<file path="src/rtl/multicycle_ctrl.sv">
// Multicycle CPU control unit: sequences IF/ID/EX/MEM/WB and drives the ALU and datapath controls.
// Optional ILLEGAL_TRAP_EN: unknown op/funct halts the machine and raises Illegal.
module multicycle_ctrl #(
    parameter int unsigned OPW      = 6,
    parameter int unsigned FW       = 6,
    parameter int unsigned ALUCTR_W = 3
) (
    input  logic                CLK,
    input  logic                RST_n,
    input  logic [OPW-1:0]      op,
    input  logic [FW-1:0]       funct,
    input  logic                Zero,
    output logic [ALUCTR_W-1:0] ALUctr,
    output logic                PCWre,
    output logic [1:0]          PCSrc,
    output logic                IRWre,
    output logic                ALUSrcB,
    output logic                ExtSel,
    output logic                RegDst,
    output logic                MemToReg,
    output logic                RegWre,
    output logic                MemRd,
    output logic                MemWre,
    output logic [3:0]          State,
`ifdef ILLEGAL_TRAP_EN
    output logic                Illegal,
`endif
    output logic                Halt
);

    localparam logic [OPW-1:0] OP_RTYPE = OPW'(6'b000000);
    localparam logic [OPW-1:0] OP_J     = OPW'(6'b000010);
    localparam logic [OPW-1:0] OP_BEQ   = OPW'(6'b000100);
    localparam logic [OPW-1:0] OP_ADDI  = OPW'(6'b001000);
    localparam logic [OPW-1:0] OP_ORI   = OPW'(6'b001101);
    localparam logic [OPW-1:0] OP_LW    = OPW'(6'b100011);
    localparam logic [OPW-1:0] OP_SW    = OPW'(6'b101011);
    localparam logic [OPW-1:0] OP_HALT  = OPW'(6'b111111);

    localparam logic [FW-1:0] FN_ADD = FW'(6'b100000);
    localparam logic [FW-1:0] FN_SUB = FW'(6'b100010);
    localparam logic [FW-1:0] FN_AND = FW'(6'b100100);
    localparam logic [FW-1:0] FN_OR  = FW'(6'b100101);
    localparam logic [FW-1:0] FN_SLT = FW'(6'b101011);

    localparam logic [ALUCTR_W-1:0] ALU_ADD = ALUCTR_W'(3'b000);
    localparam logic [ALUCTR_W-1:0] ALU_SUB = ALUCTR_W'(3'b001);
    localparam logic [ALUCTR_W-1:0] ALU_AND = ALUCTR_W'(3'b010);
    localparam logic [ALUCTR_W-1:0] ALU_OR  = ALUCTR_W'(3'b011);
    localparam logic [ALUCTR_W-1:0] ALU_SLT = ALUCTR_W'(3'b100);

    localparam logic [1:0] PC_SEQ = 2'b00;
    localparam logic [1:0] PC_BR  = 2'b01;
    localparam logic [1:0] PC_JMP = 2'b10;

    typedef enum logic [3:0] {
        S_IF  = 4'd0,
        S_ID  = 4'd1,
        S_EXR = 4'd2,
        S_EXI = 4'd3,
        S_EXA = 4'd4,
        S_EXB = 4'd5,
        S_MRD = 4'd6,
        S_MWR = 4'd7,
        S_WBR = 4'd8,
        S_WBI = 4'd9,
        S_WBL = 4'd10,
        S_HLT = 4'd15
    } state_t;

    state_t state_q, state_d;

    logic [ALUCTR_W-1:0] r_alu;
    logic                funct_ok;
    logic [ALUCTR_W-1:0] alu_ctr;
    logic [1:0]          pc_src;
    logic                pc_wre, ir_wre, alu_src_b, ext_sel, reg_dst;
    logic                mem_to_reg, reg_wre, mem_rd, mem_wre;
`ifdef ILLEGAL_TRAP_EN
    logic                trap;
`endif

    // R-type funct to ALU operation; unknown functs fall back to add
    always_comb begin
        r_alu    = ALU_ADD;
        funct_ok = 1'b1;
        case (funct)
            FN_ADD:  r_alu = ALU_ADD;
            FN_SUB:  r_alu = ALU_SUB;
            FN_AND:  r_alu = ALU_AND;
            FN_OR:   r_alu = ALU_OR;
            FN_SLT:  r_alu = ALU_SLT;
            default: funct_ok = 1'b0;
        endcase
    end

    always_ff @(posedge CLK or negedge RST_n) begin
        if (!RST_n) begin
            state_q <= S_IF;
        end else begin
            state_q <= state_d;
        end
    end

    // Next state and per-state control decode
    always_comb begin
        state_d    = state_q;
        alu_ctr    = ALU_ADD;
        pc_wre     = 1'b0;
        pc_src     = PC_SEQ;
        ir_wre     = 1'b0;
        alu_src_b  = 1'b0;
        ext_sel    = 1'b0;
        reg_dst    = 1'b0;
        mem_to_reg = 1'b0;
        reg_wre    = 1'b0;
        mem_rd     = 1'b0;
        mem_wre    = 1'b0;
`ifdef ILLEGAL_TRAP_EN
        trap       = 1'b0;
`endif
        case (state_q)
            S_IF: begin
                ir_wre  = 1'b1;
                state_d = S_ID;
            end
            S_ID: begin
                case (op)
                    OP_J: begin
                        pc_wre  = 1'b1;
                        pc_src  = PC_JMP;
                        state_d = S_IF;
                    end
                    OP_HALT:         state_d = S_HLT;
                    OP_RTYPE:        state_d = S_EXR;
                    OP_ADDI, OP_ORI: state_d = S_EXI;
                    OP_LW, OP_SW:    state_d = S_EXA;
                    OP_BEQ:          state_d = S_EXB;
                    default: begin
`ifdef ILLEGAL_TRAP_EN
                        trap    = 1'b1;
                        state_d = S_HLT;
`else
                        pc_wre  = 1'b1;
                        state_d = S_IF;
`endif
                    end
                endcase
            end
            S_EXR: begin
                alu_ctr = r_alu;
                state_d = S_WBR;
`ifdef ILLEGAL_TRAP_EN
                if (!funct_ok) begin
                    trap    = 1'b1;
                    state_d = S_HLT;
                end
`endif
            end
            S_WBR: begin
                alu_ctr = r_alu;
                reg_wre = 1'b1;
                reg_dst = 1'b1;
                pc_wre  = 1'b1;
                state_d = S_IF;
            end
            S_EXI, S_WBI: begin
                alu_src_b = 1'b1;
                alu_ctr   = (op == OP_ORI) ? ALU_OR : ALU_ADD;
                ext_sel   = (op != OP_ORI);
                if (state_q == S_EXI) begin
                    state_d = S_WBI;
                end else begin
                    reg_wre = 1'b1;
                    pc_wre  = 1'b1;
                    state_d = S_IF;
                end
            end
            S_EXA: begin
                alu_src_b = 1'b1;
                ext_sel   = 1'b1;
                state_d   = (op == OP_SW) ? S_MWR : S_MRD;
            end
            S_MRD: begin
                alu_src_b = 1'b1;
                ext_sel   = 1'b1;
                mem_rd    = 1'b1;
                state_d   = S_WBL;
            end
            S_MWR: begin
                alu_src_b = 1'b1;
                ext_sel   = 1'b1;
                mem_wre   = 1'b1;
                pc_wre    = 1'b1;
                state_d   = S_IF;
            end
            S_WBL: begin
                alu_src_b  = 1'b1;
                ext_sel    = 1'b1;
                reg_wre    = 1'b1;
                mem_to_reg = 1'b1;
                pc_wre     = 1'b1;
                state_d    = S_IF;
            end
            S_EXB: begin
                alu_ctr = ALU_SUB;
                ext_sel = 1'b1;
                pc_wre  = 1'b1;
                pc_src  = Zero ? PC_BR : PC_SEQ;
                state_d = S_IF;
            end
            S_HLT:   state_d = S_HLT;
            default: state_d = S_IF;
        endcase
    end

`ifdef ILLEGAL_TRAP_EN
    always_ff @(posedge CLK or negedge RST_n) begin
        if (!RST_n) begin
            Illegal <= 1'b0;
        end else if (trap) begin
            Illegal <= 1'b1;
        end
    end
`else
    logic unused_funct_ok;
    assign unused_funct_ok = funct_ok;
`endif

    // Enables are gated by reset so nothing fires while RST_n is held low
    assign PCWre    = pc_wre  & RST_n;
    assign IRWre    = ir_wre  & RST_n;
    assign RegWre   = reg_wre & RST_n;
    assign MemRd    = mem_rd  & RST_n;
    assign MemWre   = mem_wre & RST_n;
    assign ALUctr   = alu_ctr;
    assign PCSrc    = pc_src;
    assign ALUSrcB  = alu_src_b;
    assign ExtSel   = ext_sel;
    assign RegDst   = reg_dst;
    assign MemToReg = mem_to_reg;
    assign State    = state_q;
    assign Halt     = (state_q == S_HLT);

endmodule

</file>
<file path="config.mk">
export PLATFORM = sky130hd
export DESIGN_NAME = multicycle_ctrl
export DESIGN_NICKNAME = d
export VERILOG_FILES = /design/src/rtl/multicycle_ctrl.sv
export SDC_FILE = /design/constraint.sdc
export NUM_CORES = 1
export LEC_CHECK = 0
export BUFFER_PORTS_ARGS = -buffer_cell sky130_fd_sc_hd__buf_2
export CAP_MARGIN = 20
export CORE_UTILIZATION = 40
export CTS_CLUSTER_DIAMETER = 60
export DETAILED_ROUTE_END_ITERATION = 12
export PLACE_DENSITY = 0.75
export SLEW_MARGIN = 0
export SYNTH_ARGS = -nofsm -noshare
export SYNTH_HDL_FRONTEND = slang
export SYNTH_SLANG_ARGS = --single-unit
</file>
<file path="constraint.sdc">
create_clock -name CLK -period 1.17 [get_ports CLK]
set_input_delay 0 -clock CLK [delete_from_list [all_inputs] [get_ports CLK]]
set_output_delay 0 -clock CLK [all_outputs]
set_load 0.02 [all_outputs]
</file>
==> results.tsv <==
metric	value	unit
outcome	finished, violations left	
failing checks	negative setup slack	
Layout Nets	178	
min-delay worst type	in -> reg	
Design Area, Final	1410	um^2
Slew Viols, Final	0	
DR vias/cell	6.76	
synthesized area per cell	6.97	um^2
Core Region	1520	um^2
CP Data Required Time	1.17	ns
fraction of layout cells with a size suffix above 1	0.667	
Yosys top cell area share	0.153	
placed cells	159	
detailed placer's ending HPWL	1690	um
Worst Max-Slew Pin Slew	0.490	ns
number of global-route vias before repair	1118	
grt ovf	0	
crit path DAT	1.60	ns
minimum clock period	1.60	ns
Worst slew margin	0.669	
setup total negative slack	-6.35	ns
CP max FO	2	
Top Ports	34	
CP max-delay cell	dfrtp_2	
Worst VDD drop	992	uV
warnings from Yosys	0	
Final Hold Viols	0	
largest cells by area after synthesis	dfrtp_1 (15%), and3_1 (6.7%), nor2_1 (6.3%), nand2b_1 (5.7%), o21ai_1 (3.8%)	
Die X	42.5	um
Die H	42.5	um
Remaining DRCs	0	
maximum clock path buffer count	2	
post-route worst setup slack	-0.425	ns
GRT Util Overall	0.404	
Peak Freq	627	MHz
final setup fails	20	
clock tree root buffer cell	clkbuf_4	
global-route wire length before repair	5330	um
Finished Core Util	0.926	
Yosys top cell by area	dfrtp_1	
clock skew	0.000154	ns
largest net degree at the start of global routing	10	
cells after synthesis	94	
CTS sink cnt	4	
max-cap violations	0	
H-tree levels	1	
Port-buffer cells	33	
Worst Setup Start Kind	register	
max reg flops	4	
slowest cell delay on critical path	0.41	ns
diode count	0	
initial core utilization	0.430	
vias	1203	
critical path cell sequence	or3b_4 -> nor2_4 -> a22oi_2 -> o22ai_2 -> buf_6	
synthesized cell area	656	um^2
ANT nets after route	0	
die area	1800	um^2
DR iter-0 viols	61	
first-pass detailed-route iteration total	4	
Hold Slack	0.124	ns
mean routed wirelength per cell	22.2	um
total power	2.06	mW
area grow syn2layout	115	%
Mapped Nets	109	
Seq/Total Area, Yosys	0.153	
Lkg Pwr	0.643	nW
flip-flop and latch count after synthesis	4	
cts bufs inserted	3	
Yosys cell types	41	
Final Wtd Congestion	0.869	
antenna violations before repair	0	
Area after DPL	1020	um^2
row count	14	
critical path endpoint category	output pin	
Worst-path clk slew	0.04	ns
WS Path Type	reg -> out	
final WL	3950	um
Power Dens Cells	1460	nW/um^2
Place WS	-0.175	ns
Non-Filler Instances	178	
clk_lat worst skew	0.26	ns
RSZ-0062 raised after global routing	yes	
Final period util	1.36	
CTS tree	yes	
[power breakdown]
group | switching (mW) | total, mW | internal [mW]
registers | 0.0469 | 0.225 | 0.178
clock network | 0.0919 | 0.222 | 0.130
logic | 0.887 | 1.61 | 0.727
[cells in the final DEF (no fill, tap or decap), types with 3 or more instances in the layout]
| master | count |
|---|---|
| nand2_1 | 5 |
| nor2_1 | 6 |
| dfrtp_2 | 3 |
| nor3_2 | 3 |
| buf_2 | 18 |
| nand2b_4 | 3 |
| and3_4 | 3 |
| clkbuf_4 | 3 |
| nand3_1 | 4 |
| buf_4 | 30 |
| nand2b_1 | 3 |
| o21ai_1 | 3 |
| and3_1 | 4 |
| nor2_4 | 3 |
| buf_6 | 21 |
[cells by family (layout without fill, tap and decap cells)]
logic type             Yosys count  in the layout  synth area share
XOR/XNOR                         2              2            0.0267
buffers and inverters            9             77            0.0668
flip-flops                       4              4             0.153
AO/OA/AOI/OAI                   25             25             0.261
AND/OR/NAND/NOR                 54             54             0.492
[layer usage]
metal  track usage  vias to the layer above  part of all wire
met2         0.717                       97              0.48
li1              -                      494                 -
met4         0.231                        0             0.050
met3        0.0862                       25             0.096
met5             0                        -                 0
met1         0.434                      587              0.37
[final cells by class]
| type | count | area (um^2) |
|---|---|---|
| tap | 16 | 20.0 |
| sequential | 4 | 104 |
| clock buffer | 4 | 26.3 |
| multi-input combinational | 81 | 686 |
| timing repair buffer | 70 | 562 |
| fill | 60 | 113 |
| inverter | 3 | 13.8 |
[synth_stat cells]
cell and count:
nor2_1 11, and3_1 7, nand2_1 6, nand2b_1 6, o21ai_1 5, dfrtp_1 4, nand3_1 4, nor3_1 4
a21oi_1 3, inv_1 3, o22ai_1 3, a31oi_1 2, buf_2 2, buf_4 2, clkbuf_1 2, nand3b_1 2
nand4_1 2, nor2b_1 2, o21ai_0 2, a2111oi_2 1, a211o_1 1, a21boi_1 1, a21o_1 1, a22oi_1 1
a32o_1 1, a32oi_1 1, and2_1 1, and4_1 1, and4b_1 1, nand3_2 1, nand4b_1 1, nor3_2 1
nor3b_1 1, nor4_1 1, nor4_4 1, o21a_1 1, o221ai_1 1, o41ai_1 1, or3b_1 1, xnor2_1 1
xor2_1 1
[worst max-delay path, delay by kind of cell (launching register included)]
kind / cells / cell delay (ns)
flops: 1 / 0.41
simple gates: 2 / 0.52
buf+inv: 1 / 0.14
compound gates: 2 / 0.25
[path summary, 6_finish.rpt]
path	start	endpoint	slack (ns)	cells after the start
max in group asynchronous	RST_n	State[0]	0.85	2
min in group asynchronous	RST_n	State[1]	0.14	2
worst min-delay path	op[3]	State[0]	0.12	3
worst max register to register	State[3]	State[0]	-0.37	7
worst max-delay path	State[0]	ALUctr[0]	-0.43	5
worst min register to register	State[1]	State[3]	0.92	4
[what timing repair did]
action / 4_1_cts / 5_1_grt
pin swaps: 12 / 8
hold buffers: 1 / 0
setup buffers: 10 / 6
hold endpoints to repair: 4 / 0
endpoints found under the setup margin: 17 / 20
resized for setup: 54 / 11
No activity file was read; power rests on OpenSTA's default activity.
